[config.mk]
export PLATFORM = sky130hd
export DESIGN_NAME = dm_access_ctrl
export DESIGN_NICKNAME = d
export VERILOG_FILES = /design/src/rtl/dm_access_ctrl.sv
export SDC_FILE = /design/constraint.sdc
export NUM_CORES = 1
export LEC_CHECK = 0
export BUFFER_PORTS_ARGS = -buffer_cell sky130_fd_sc_hd__buf_2
export CORE_MARGIN = 10
export CORE_UTILIZATION = 56
export DETAILED_ROUTE_END_ITERATION = 8
export PLACE_DENSITY = 0.83
export SLEW_MARGIN = 20
export SYNTH_ARGS = -nofsm -noshare
export SYNTH_HDL_FRONTEND = slang
export SYNTH_SLANG_ARGS = --single-unit
[constraint.sdc]
create_clock -name clk -period 4.3 [get_ports clk]
set_input_delay 0.43 -clock clk [delete_from_list [all_inputs] [get_ports clk]]
set_output_delay 0.43 -clock clk [all_outputs]
set_load 0.02 [all_outputs]
[src/rtl/dm_access_ctrl.sv]
// Initiator side of the byte-addressed data memory: one CPU load/store at a
// time, byte/half/word, signed or unsigned. Sub-word stores read the aligned
// word first and write it back with only the addressed lane(s) replaced.
module dm_access_ctrl #(
  parameter int ADDR_W = 10
) (
  input  logic              clk,
  input  logic              rst_n,
  input  logic              req,
  input  logic              we,
  input  logic [1:0]        size,
  input  logic              sign_ext,
  input  logic [31:0]       addr,
  input  logic [31:0]       wdata,
  output logic              busy,
  output logic              done,
  output logic              err,
  output logic [31:0]       rdata,
  output logic [ADDR_W-1:0] dm_addr,
  output logic [31:0]       dm_din,
  output logic              dm_we,
  input  logic [31:0]       dm_dout
);

  typedef enum logic [1:0] {IDLE, READ, WRITE, RESP} state_t;

  localparam logic [1:0] SZ_BYTE = 2'b00;
  localparam logic [1:0] SZ_HALF = 2'b01;
  localparam logic [1:0] SZ_WORD = 2'b10;
  localparam logic [1:0] SZ_BAD  = 2'b11;

  state_t              state_reg, state_next;
  logic                we_reg;
  logic [1:0]          size_reg;
  logic                sext_reg;
  logic [ADDR_W-1:0]   addr_reg;
  logic [31:0]         wdata_reg;
  logic [31:0]         rbuf_reg;
  logic [31:0]         rdata_reg;
  logic                err_reg;

  logic                req_error;
  logic [31:0]         load_value;
  logic [31:0]         store_word;
  logic [31:0]         shifted;

  // Reject illegal size, misalignment and addresses beyond the memory.
  always_comb begin
    req_error = (size == SZ_BAD)
              || ((size == SZ_HALF) && addr[0])
              || ((size == SZ_WORD) && (addr[1:0] != 2'b00))
              || (addr[31:ADDR_W] != '0);
  end

  // Extract and extend the addressed lane(s) from the word being read.
  always_comb begin
    shifted    = dm_dout >> {addr_reg[1:0], 3'b000};
    load_value = dm_dout;
    case (size_reg)
      SZ_BYTE: load_value = sext_reg ? {{24{shifted[7]}}, shifted[7:0]}
                                     : {24'h0, shifted[7:0]};
      SZ_HALF: load_value = sext_reg ? {{16{shifted[15]}}, shifted[15:0]}
                                     : {16'h0, shifted[15:0]};
      default: load_value = dm_dout;
    endcase
  end

  // Per-lane merge of store data into the previously read word.
  for (genvar gi = 0; gi < 4; gi++) begin : g_lane
    localparam logic [1:0] LANE = 2'(gi);
    localparam bit         HI   = (gi >= 2);
    localparam bit         ODD  = (gi % 2) == 1;
    logic hit;
    always_comb begin
      hit = ((size_reg == SZ_BYTE) && (addr_reg[1:0] == LANE))
         || ((size_reg == SZ_HALF) && (addr_reg[1] == HI));
      if (size_reg == SZ_WORD)
        store_word[8*gi +: 8] = wdata_reg[8*gi +: 8];
      else if (hit && (size_reg == SZ_HALF) && ODD)
        store_word[8*gi +: 8] = wdata_reg[15:8];
      else if (hit)
        store_word[8*gi +: 8] = wdata_reg[7:0];
      else
        store_word[8*gi +: 8] = rbuf_reg[8*gi +: 8];
    end
  end

  // Next-state decode.
  always_comb begin
    state_next = state_reg;
    case (state_reg)
      IDLE: begin
        if (req) begin
          if (req_error)             state_next = RESP;
          else if (!we)              state_next = READ;
          else if (size == SZ_WORD)  state_next = WRITE;
          else                       state_next = READ;
        end
      end
      READ:    state_next = we_reg ? WRITE : RESP;
      WRITE:   state_next = RESP;
      RESP:    state_next = IDLE;
      default: state_next = IDLE;
    endcase
  end

  // State, captured request and read-data registers.
  always_ff @(posedge clk) begin
    if (!rst_n) begin
      state_reg <= IDLE;
      we_reg    <= 1'b0;
      size_reg  <= 2'b00;
      sext_reg  <= 1'b0;
      addr_reg  <= '0;
      wdata_reg <= 32'h0;
      rbuf_reg  <= 32'h0;
      rdata_reg <= 32'h0;
      err_reg   <= 1'b0;
    end else begin
      state_reg <= state_next;
      if ((state_reg == IDLE) && req) begin
        err_reg <= req_error;
        if (!req_error) begin
          we_reg    <= we;
          size_reg  <= size;
          sext_reg  <= sign_ext;
          addr_reg  <= addr[ADDR_W-1:0];
          wdata_reg <= wdata;
        end
      end
      if (state_reg == READ) begin
        rbuf_reg <= dm_dout;
        if (!we_reg) rdata_reg <= load_value;
      end
    end
  end

  // Outputs decoded from the current state; the write strobe also drops
  // immediately when reset is asserted so a reset during WRITE cancels it.
  always_comb begin
    busy    = (state_reg != IDLE);
    done    = (state_reg == RESP);
    err     = (state_reg == RESP) && err_reg;
    rdata   = rdata_reg;
    dm_we   = (state_reg == WRITE) && rst_n;
    dm_addr = '0;
    dm_din  = 32'h0;
    if ((state_reg == READ) || (state_reg == WRITE))
      dm_addr = {addr_reg[ADDR_W-1:2], 2'b00};
    if (state_reg == WRITE)
      dm_din = store_word;
  end

endmodule

==> flow_summary_export.csv, run 1 <==
group,metric,value,unit
placement,hpwl,14900,um
worst_setup_path,arrival,3.07,ns
clock_tree,clk_latency,0.51,ns
clock_tree,path_clk_slew,0.06,ns
power,cellPowerDensity,554,nW/um^2
finish,fillers,819,
synth,ys.flop_type,"dfxtp_1",
global_routing,track_usage,26.9,%
synth,synthCells,719,
clock_tree,htreeDepth,4,
placement,gp_congestion,0.896,
sta,worst_slack,0.800,ns
synth,synth_top_area_cell,"dfxtp_1",
sta,tightest_slew,1.16,ns
sta,finalHoldViolCount,0,
status,status,"complete, no violations",
synth,synth_edf_count,0,
synth,synth.area.mux_share,9.62,%
floorplan,rows,37,
synth,synth_commonest_cells,"a21oi_1 (120), dfxtp_1 (113), mux2i_1 (58)",
finish,n_antenna_cell,0,
sta,max_freq,286,MHz
clock_tree,cts_hold_buf,0,
worst_hold_path,worstHoldPathType,"in2reg",
clock_tree,cts_tree,"built",
worst_setup_path,crit_end,"dm_din[24]",
sta,finalCritPeriodShare,81.4,%
routing,drtIter0Drc,824,
synth,yosys.area_share.simple,16.5,%
synth,synth_top_area_share,37.5,%
worst_setup_path,rr_startpoint,"state_reg[1]",
floorplan,coreArea,10400,sq um
power,ir_drop,0.405,mV
worst_setup_path,reg2reg_to,"rdata[11]",
finish,stdcell_count,1001,
routing,wire_per_inst,21.3,um
sta,clock_skew,0.00764,ns
worst_setup_path,worstSetupPathType,"reg2out",
worst_setup_path,startpoint_type,"register",
synth,async_flop_share,0,%
worst_setup_path,crit_required,3.87,ns
floorplan,die_area,15300,sq um
placement,dp_worst_setup_slack,1.42,ns
synth,synthXorXnorAreaFrac,0,%
clock_tree,clock-sinks,113,
floorplan,die_y,124,um
routing,num_vias,6443,
power,power_leakage,2.91,nW
clock_tree,post_cts_buffers,0,
global_routing,grt_pass1_wl,32900,um
synth,synth_seq_cells,113,
routing,detail-route-antenna-nets,0,
routing,viasPerCell,6.44,
synth,yosysMostFrequentCell,"a21oi_1",
worst_setup_path,end_kind,"output port",
finish,multi_input_area,3360,sq um
synth,ys_warn_count,0,
synth,avgSynthCellArea,8.40,sq um
sta,fin_crit,3.50,ns
global_routing,overflow,0,
floorplan,die_w,124,um
floorplan,io_pins,181,
finish,drive_gt1_share,27.4,%
routing,totalWireLength,21400,um
synth,synthDistinctLibCells,50,
sta,relSlewSlack,22.7,%
synth,synth_compound_area_share,28.3,%
sta,slew_violations,0,
synth,synthTopCellsByArea,"dfxtp_1 (37%), a21oi_1 (9.9%), mux2i_1 (9.6%)",
routing,firstDrtPassIters,5,
routing,drc,0,
sta,tns,0,ns
finish,regArea,2260,sq um
placement,portBuffers,178,
clock_tree,clockBufferDepth,2,
clock_tree,cts_made_buffers,17,
synth,synthAdderAreaFrac,1.04,%
global_routing,grt_pass1_vias,6347,
clock_tree,post_cts_resized,0,
sta,setup_violations,0,
finish,syn2layout_area_growth,23.1,%
clock_tree,ctsRootBufferMaster,"clkbuf_8",
finish,fin_nets,960,
worst_setup_path,rrSetupSlack,1.64,ns
power,p_total,4.11,mW
global_routing,antenna_found_initial,0,
worst_setup_path,worstPathMaxFanout,18,
floorplan,start_util,58.0,%
synth,synth_top_family_by_area,"compound AO/OA/AOI/OAI gates",
synth,netlist_area,6040,sq um
worst_setup_path,startpoint,"size_reg[0]",
global_routing,grt_max_degree,79,
synth,synth-seq-area-share,37.5,%
flow_run,drv_cap,0,
worst_setup_path,reg2reg_depth,6,
sta,rsz0062_at_grt,"no",
placement,dpl.cell_count,969,
metal layers:
layer  vias up  GRT usage (%)  share of wire [%]
li1       2956              -                  -
met5         -              0                  0
met1      3057           33.2                 39
met3        59           7.10                9.4
met4         0           10.6                3.1
met2       371           44.0                 48
layout make-up:
| class | instances | area share (%) |
|---|---|---|
| Clock buffer | 23 | 6.42 |
| Multi-Input combinational cell | 523 | 45.2 |
| Tap cell | 136 | 2.29 |
| Sequential cell | 113 | 30.4 |
| Timing Repair Buffer | 190 | 13.2 |
| Inverter | 7 | 0.354 |
| Clock inverter | 9 | 2.05 |
cells in the final DEF (no fill, tap or decap), types with 3 or more instances in the layout:
| cell type | n |
|---|---|
| nor4_2 | 4 |
| nand2_1 | 22 |
| clkbuf_8 | 5 |
| nor2_1 | 56 |
| nand3_1 | 10 |
| nand2b_1 | 3 |
| o32ai_1 | 11 |
| clkinvlp_4 | 3 |
| a21oi_1 | 120 |
| bufinv_16 | 4 |
| mux2i_1 | 58 |
| and2_1 | 13 |
| buf_4 | 12 |
| o2bb2ai_1 | 8 |
| a211oi_1 | 16 |
| buf_2 | 178 |
| inv_1 | 4 |
| ha_1 | 4 |
| a22oi_1 | 6 |
| o21ai_0 | 50 |
| nor2b_1 | 12 |
| nand4_1 | 47 |
| a22o_1 | 6 |
| clkbuf_16 | 16 |
| dfxtp_1 | 113 |
| o31ai_1 | 46 |
| o211ai_1 | 3 |
cell families (layout without fill, tap and decap cells):
kind of cell	count (synthesis)	in the layout
compound gates	279	279
simple gates	179	179
flops	113	113
buf+inv	84	229
mux	58	58
fa+ha+maj	5	5
other cells	1	2
per-stage QoR:
| stage | util (%) | hold WS (ns) | area [sq um] |
|---|---|---|---|
| floorplan | - | 0.444 | 6040 |
| global placement | 65.3 | 0.452 | 6800 |
| detailed placement | 65.3 | 0.467 | 6800 |
| CTS | 71.3 | 0.153 | 7430 |
| global route | 71.3 | 0.155 | 7430 |
| finish | 71.3 | 0.166 | 7430 |
power by group:
| part | internal (mW) | switching (mW) | leakage [nW] |
|---|---|---|---|
| registers | 1.24 | 0.105 | 0.920 |
| clock network | 1.00 | 0.486 | 0.300 |
| logic | 0.424 | 0.857 | 1.69 |
worst max-delay path, cell delays in order, from the launching register on:
cell and delay [ns]:
dfxtp_1 0.75, nor2b_1 0.75, and2_1 0.41, a211oi_1 0.10, o32ai_1 0.32, buf_2 0.23
worst min-delay path by stage:
stage | start | end | slack [ns] | depth (start not counted)
after global placement | addr_reg[4] | addr_reg[4] | 0.45 | 2
after CTS | wdata[11] | wdata_reg[11] | 0.15 | 3
final | wdata[11] | wdata_reg[11] | 0.17 | 3
after floorplan | addr_reg[2] | addr_reg[2] | 0.44 | 2
after detailed placement | wdata_reg[29] | wdata_reg[29] | 0.47 | 2
after global routing | wdata[27] | wdata_reg[27] | 0.16 | 3
Note: power is estimated with default switching activity, not from simulation.
==> inputs of run 2 (changes only) <==
--- a/config.mk
+++ b/config.mk
@@ -7,9 +7,9 @@
 export LEC_CHECK = 0
 export BUFFER_PORTS_ARGS = -buffer_cell sky130_fd_sc_hd__buf_2
 export CORE_MARGIN = 10
-export CORE_UTILIZATION = 56
+export CORE_UTILIZATION = 52
 export DETAILED_ROUTE_END_ITERATION = 8
-export PLACE_DENSITY = 0.83
+export PLACE_DENSITY = 0.77
 export SLEW_MARGIN = 20
 export SYNTH_ARGS = -nofsm -noshare
 export SYNTH_HDL_FRONTEND = slang
==> constraint.sdc (replaced) <==
create_clock -name clk -period 3.6 [get_ports clk]
set_input_delay 0.36 -clock clk [delete_from_list [all_inputs] [get_ports clk]]
set_output_delay 0.36 -clock clk [all_outputs]
set_load 0.02 [all_outputs]
==> run 2 against run 1 <==
Effect of this change:
- sequential power rose by 19%
- non-clock buffer count increased by 2
- largest cell class unchanged
- first-iteration DRC count decreased by 22%
- global-route usage shrank 2.0 points
- setup slack worse by 0.28 ns
- count of clock-buffer cells in the layout fell by 2
- critical path type unchanged
==> flow_summary_export.csv, run 2 (same netlist as run 1, synthesis figures left out) <==
group,metric,value,unit
placement,place_area,6820,sq um
power,p_total,4.65,mW
placement,gp_congestion,0.931,
worst_setup_path,reg2reg_to,"rdata[14]",
finish,final_util,64.6,%
floorplan,coreArea,11400,sq um
floorplan,rows,39,
sta,relSlewSlack,28.5,%
global_routing,met3_usage,8.73,%
floorplan,die_y,128,um
sta,setup_violations,0,
global_routing,antenna_found_initial,0,
global_routing,grt_max_degree,68,
worst_setup_path,end_kind,"output port",
sta,tightest_slew,1.07,ns
clock_tree,htreeDepth,4,
clock_tree,clock-sinks,113,
floorplan,start_util,53.1,%
clock_tree,path_clk_slew,0.05,ns
routing,firstDrtPassIters,5,
sta,slew_violations,0,
worst_setup_path,arrival,2.72,ns
placement,portBuffers,178,
power,cellPowerDensity,633,nW/um^2
worst_setup_path,crit_required,3.24,ns
worst_hold_path,worstHoldPathType,"in2reg",
finish,syn2layout_area_growth,21.7,%
clock_tree,clockBufferDepth,2,
floorplan,die_w,128,um
clock_tree,clk_latency,0.42,ns
sta,worst_slack,0.520,ns
worst_setup_path,startpoint_type,"register",
sta,tns,0,ns
clock_tree,cts_made_buffers,17,
clock_tree,post_cts_resized,0,
clock_tree,cts_hold_buf,0,
flow_run,drv_cap,0,
sta,whs,0.195,ns
power,ir_drop,0.503,mV
finish,layout_commonest_cell,"buf_2",
routing,detail-route-antenna-nets,0,
sta,finalCritPeriodShare,85.6,%
worst_setup_path,worstSetupPathType,"reg2out",
global_routing,grt_use_met2,38.3,%
global_routing,grt_pass1_vias,6376,
finish,stdcell_count,1007,
finish,n_antenna_cell,0,
global_routing,use_met1,29.8,%
finish,drive_gt1_share,27.2,%
global_routing,grt-busiest-layer,"met2",
global_routing,track_usage,24.9,%
placement,dp_worst_setup_slack,1.01,ns
sta,fin_crit,3.08,ns
worst_setup_path,rr_startpoint,"addr_reg[0]",
routing,totalWireLength,21400,um
floorplan,io_pins,181,
routing,viasPerCell,6.42,
power,p_seq_share,34.7,%
placement,dpl.cell_count,978,
finish,final_cell_mix,"buf_2 (178), a21oi_1 (120), dfxtp_1 (113)",
routing,wire_per_inst,21.3,um
finish,fin_nets,962,
global_routing,overflow,0,
power,p_sw_share,36.6,%
worst_setup_path,rrSetupSlack,1.50,ns
clock_tree,post_cts_buffers,0,
routing,drtIter0Drc,639,
worst_hold_path,whs_path_depth,3,
sta,rsz0062_at_grt,"no",
routing,drc,0,
worst_hold_path,min-delay-start,"addr[9]",
sta,clock_skew,0.00616,ns
power,internal_power,2.95,mW
worst_setup_path,reg2reg_depth,5,
global_routing,grt_pass1_wl,33000,um
status,status,"complete, no violations",
finish,stdcell_area,7350,sq um
placement,hpwl,15100,um
power,pwr-share-clk,32.6,%
finish,fillers,1008,
routing,num_vias,6469,
worst_setup_path,worstPathMaxFanout,17,
worst_hold_path,hold_path_end,"addr_reg[9]",
floorplan,die_area,16300,sq um
clock_tree,ctsRootBufferMaster,"clkbuf_16",
power,p_comb_share,32.7,%
clock_tree,cts_tree,"built",
sta,max_freq,325,MHz
sta,finalHoldViolCount,0,
power,p_sw,1.70,mW
power,power_leakage,2.89,nW
run 2: worst max path at each step:
stage / slack [ns] / depth (start not counted) / from / end
final: 0.52 / 5 / addr_reg[1] / dm_din[17]
after global routing: 0.38 / 5 / addr_reg[1] / dm_din[17]
after CTS: 0.54 / 5 / addr_reg[1] / dm_din[17]
after detailed placement: 1.01 / 5 / addr_reg[1] / dm_din[17]
after global placement: 1.16 / 5 / addr_reg[1] / dm_din[18]
after floorplan: 1.58 / 7 / size_reg[0] / dm_din[30]
run 2: layout make-up:
cell class	instances	area (sq um)	area share [%]
clock inverter	8	65.1	0.885
inverter	7	26.3	0.358
clock buffer	21	460	6.27
sequential	113	2260	30.8
timing repair buffer	192	996	13.6
multi-input combinational	523	3360	45.7
tap	143	179	2.43
run 2: worst max-delay path, stage by stage, from the launching register on:
cell      delay, ns
dfxtp_1        0.78
inv_2          0.25
nor3_4         0.54
mux2i_1        0.18
a211oi_1       0.31
buf_2          0.24
run 2: power by group through the flow:
stage | logic (mW) | clock network (mW) | registers [mW]
CTS | 1.51 | 1.53 | 1.61
finish | 1.52 | 1.52 | 1.61
global placement | 1.47 | 0 | 1.62
global route | 1.65 | 1.59 | 1.63
detailed placement | 1.50 | 0 | 1.63
floorplan | 0.875 | 0 | 1.76
run 2: metal layers:
layer	up-vias	part of all wire, %	routed length, um
li1	2957	-	-
met1	3027	39	8290
met2	410	46	9840
met3	75	11	2370
met4	0	4.2	900
met5	-	0	0
==> inputs of run 3 (changes only) <==
--- a/config.mk
+++ b/config.mk
@@ -6,10 +6,12 @@
 export NUM_CORES = 1
 export LEC_CHECK = 0
 export BUFFER_PORTS_ARGS = -buffer_cell sky130_fd_sc_hd__buf_2
+export CORE_ASPECT_RATIO = 0.75
 export CORE_MARGIN = 10
-export CORE_UTILIZATION = 52
+export CORE_UTILIZATION = 54
+export CTS_BUF_LIST = sky130_fd_sc_hd__clkbuf_2 sky130_fd_sc_hd__clkbuf_4 sky130_fd_sc_hd__clkbuf_8
 export DETAILED_ROUTE_END_ITERATION = 8
-export PLACE_DENSITY = 0.77
+export PLACE_DENSITY = 0.8
 export SLEW_MARGIN = 20
 export SYNTH_ARGS = -nofsm -noshare
 export SYNTH_HDL_FRONTEND = slang
==> run 3 against run 2 <==
Effect of this change:
- combinational power barely moved
- utilization rose by 1.1 points
- final area fell by 2.1%
- cell count fell by 0.20%
==> flow_summary_export.csv, run 3 (same netlist as run 1, synthesis figures left out) <==
group,metric,value,unit
worst_setup_path,worstPathMaxFanout,17,
global_routing,grt_pass1_wl,32700,um
power,ir_drop,0.499,mV
finish,final_cell_mix,"buf_2 (178), a21oi_1 (120), dfxtp_1 (113)",
sta,slew_violations,0,
worst_setup_path,worstSetupPathType,"reg2out",
clock_tree,clk_latency,0.43,ns
finish,regArea,2260,sq um
global_routing,grt_pass1_vias,6188,
sta,tightest_slew,1.04,ns
clock_tree,ctsRootBufferMaster,"clkbuf_8",
sta,rsz0062_at_grt,"no",
routing,detail-route-antenna-nets,0,
sta,relSlewSlack,30.8,%
worst_setup_path,crit_required,3.24,ns
sta,finalCritPeriodShare,85.5,%
global_routing,grt_max_degree,79,
finish,syn2layout_area_growth,19.2,%
floorplan,die_w,142,um
worst_setup_path,startpoint_type,"register",
floorplan,die_y,112,um
finish,drive_gt1_share,27.5,%
status,status,"complete, no violations",
floorplan,coreArea,10900,sq um
global_routing,antenna_found_initial,0,
clock_tree,cts_made_buffers,17,
routing,drtIter0Drc,659,
floorplan,io_pins,181,
sta,finalHoldViolCount,0,
power,cellPowerDensity,597,nW/um^2
clock_tree,path_clk_slew,0.07,ns
finish,fin_nets,961,
worst_hold_path,worstHoldPathType,"in2reg",
clock_tree,post_cts_buffers,0,
sta,max_freq,325,MHz
sta,fin_crit,3.08,ns
flow_run,drv_cap,0,
finish,n_antenna_cell,0,
routing,wire_per_inst,20.7,um
finish,fillers,942,
sta,clock_skew,0.00768,ns
clock_tree,clock-sinks,113,
clock_tree,clockBufferDepth,2,
sta,setup_violations,0,
worst_setup_path,end_kind,"output port",
routing,viasPerCell,6.37,
routing,drc,0,
power,power_leakage,2.81,nW
sta,whs,0.184,ns
placement,portBuffers,178,
clock_tree,htreeDepth,4,
finish,layout_commonest_cell,"buf_2",
clock_tree,cts_tree,"built",
global_routing,overflow,0,
clock_tree,cts_hold_buf,0,
routing,totalWireLength,20800,um
routing,num_vias,6401,
placement,hpwl,15100,um
sta,tns,0,ns
floorplan,die_area,15900,sq um
clock_tree,post_cts_resized,0,
finish,multi_input_area,3360,sq um
floorplan,rows,33,
floorplan,start_util,55.2,%
worst_setup_path,arrival,2.72,ns
placement,gp_congestion,0.939,
routing,firstDrtPassIters,6,
global_routing,track_usage,24.8,%
## run 3: worst paths after layout
kind,to,start,slack [ns],cells after the start
setup / recovery,dm_din[22],addr_reg[1],0.52,5
hold / removal,wdata_reg[29],wdata[29],0.18,3
setup reg to reg,rdata[12],addr_reg[0],1.25,4
hold reg to reg,addr_reg[3],addr_reg[3],0.47,2
## run 3: through the flow
step                      setup WS, ns  util (%)  instance area [sq um]  total power, mW  instances
after CTS                        0.533      65.8                   7190             4.28       1005
after global placement            1.09      62.3                   6810             3.09        974
after detailed placement          1.00      62.3                   6810             3.13        974
final                            0.523      65.8                   7190             4.29       1005
after floorplan                   1.58         -                   6040             2.64        720
after global routing             0.339      65.8                   7190             4.51       1005
## run 3: per-layer routing
layer,vias to the layer above,global-route usage [%],part of all wire (%)
met1,3034,32.8,42
met4,0,7.34,2.0
li1,2953,-,-
met5,-,0,0
met3,50,7.22,11
met2,364,38.0,45
## run 3: cell type report
cell class,instances,area share [%]
multi-input cells,523,46.7
flip-flops and latches,113,31.4
clock buffers,20,3.74
repair buffers,191,13.7
well taps,140,2.43
inverters,7,0.365
clock inverters,11,1.58
## run 3: report_power, final
| group | leakage (nW) | internal (mW) | switching, mW |
|---|---|---|---|
| Clock | 0.197 | 0.648 | 0.521 |
| Sequential | 0.920 | 1.48 | 0.125 |
| Combinational | 1.70 | 0.509 | 1.01 |
| Total | 2.81 | 2.64 | 1.65 |
## run 3: critical path, stage by stage, from the launching register on
cell	delay (ns)
dfxtp_1	0.81
inv_2	0.26
nor3_4	0.51
mux2i_1	0.15
a211oi_1	0.32
buf_2	0.23
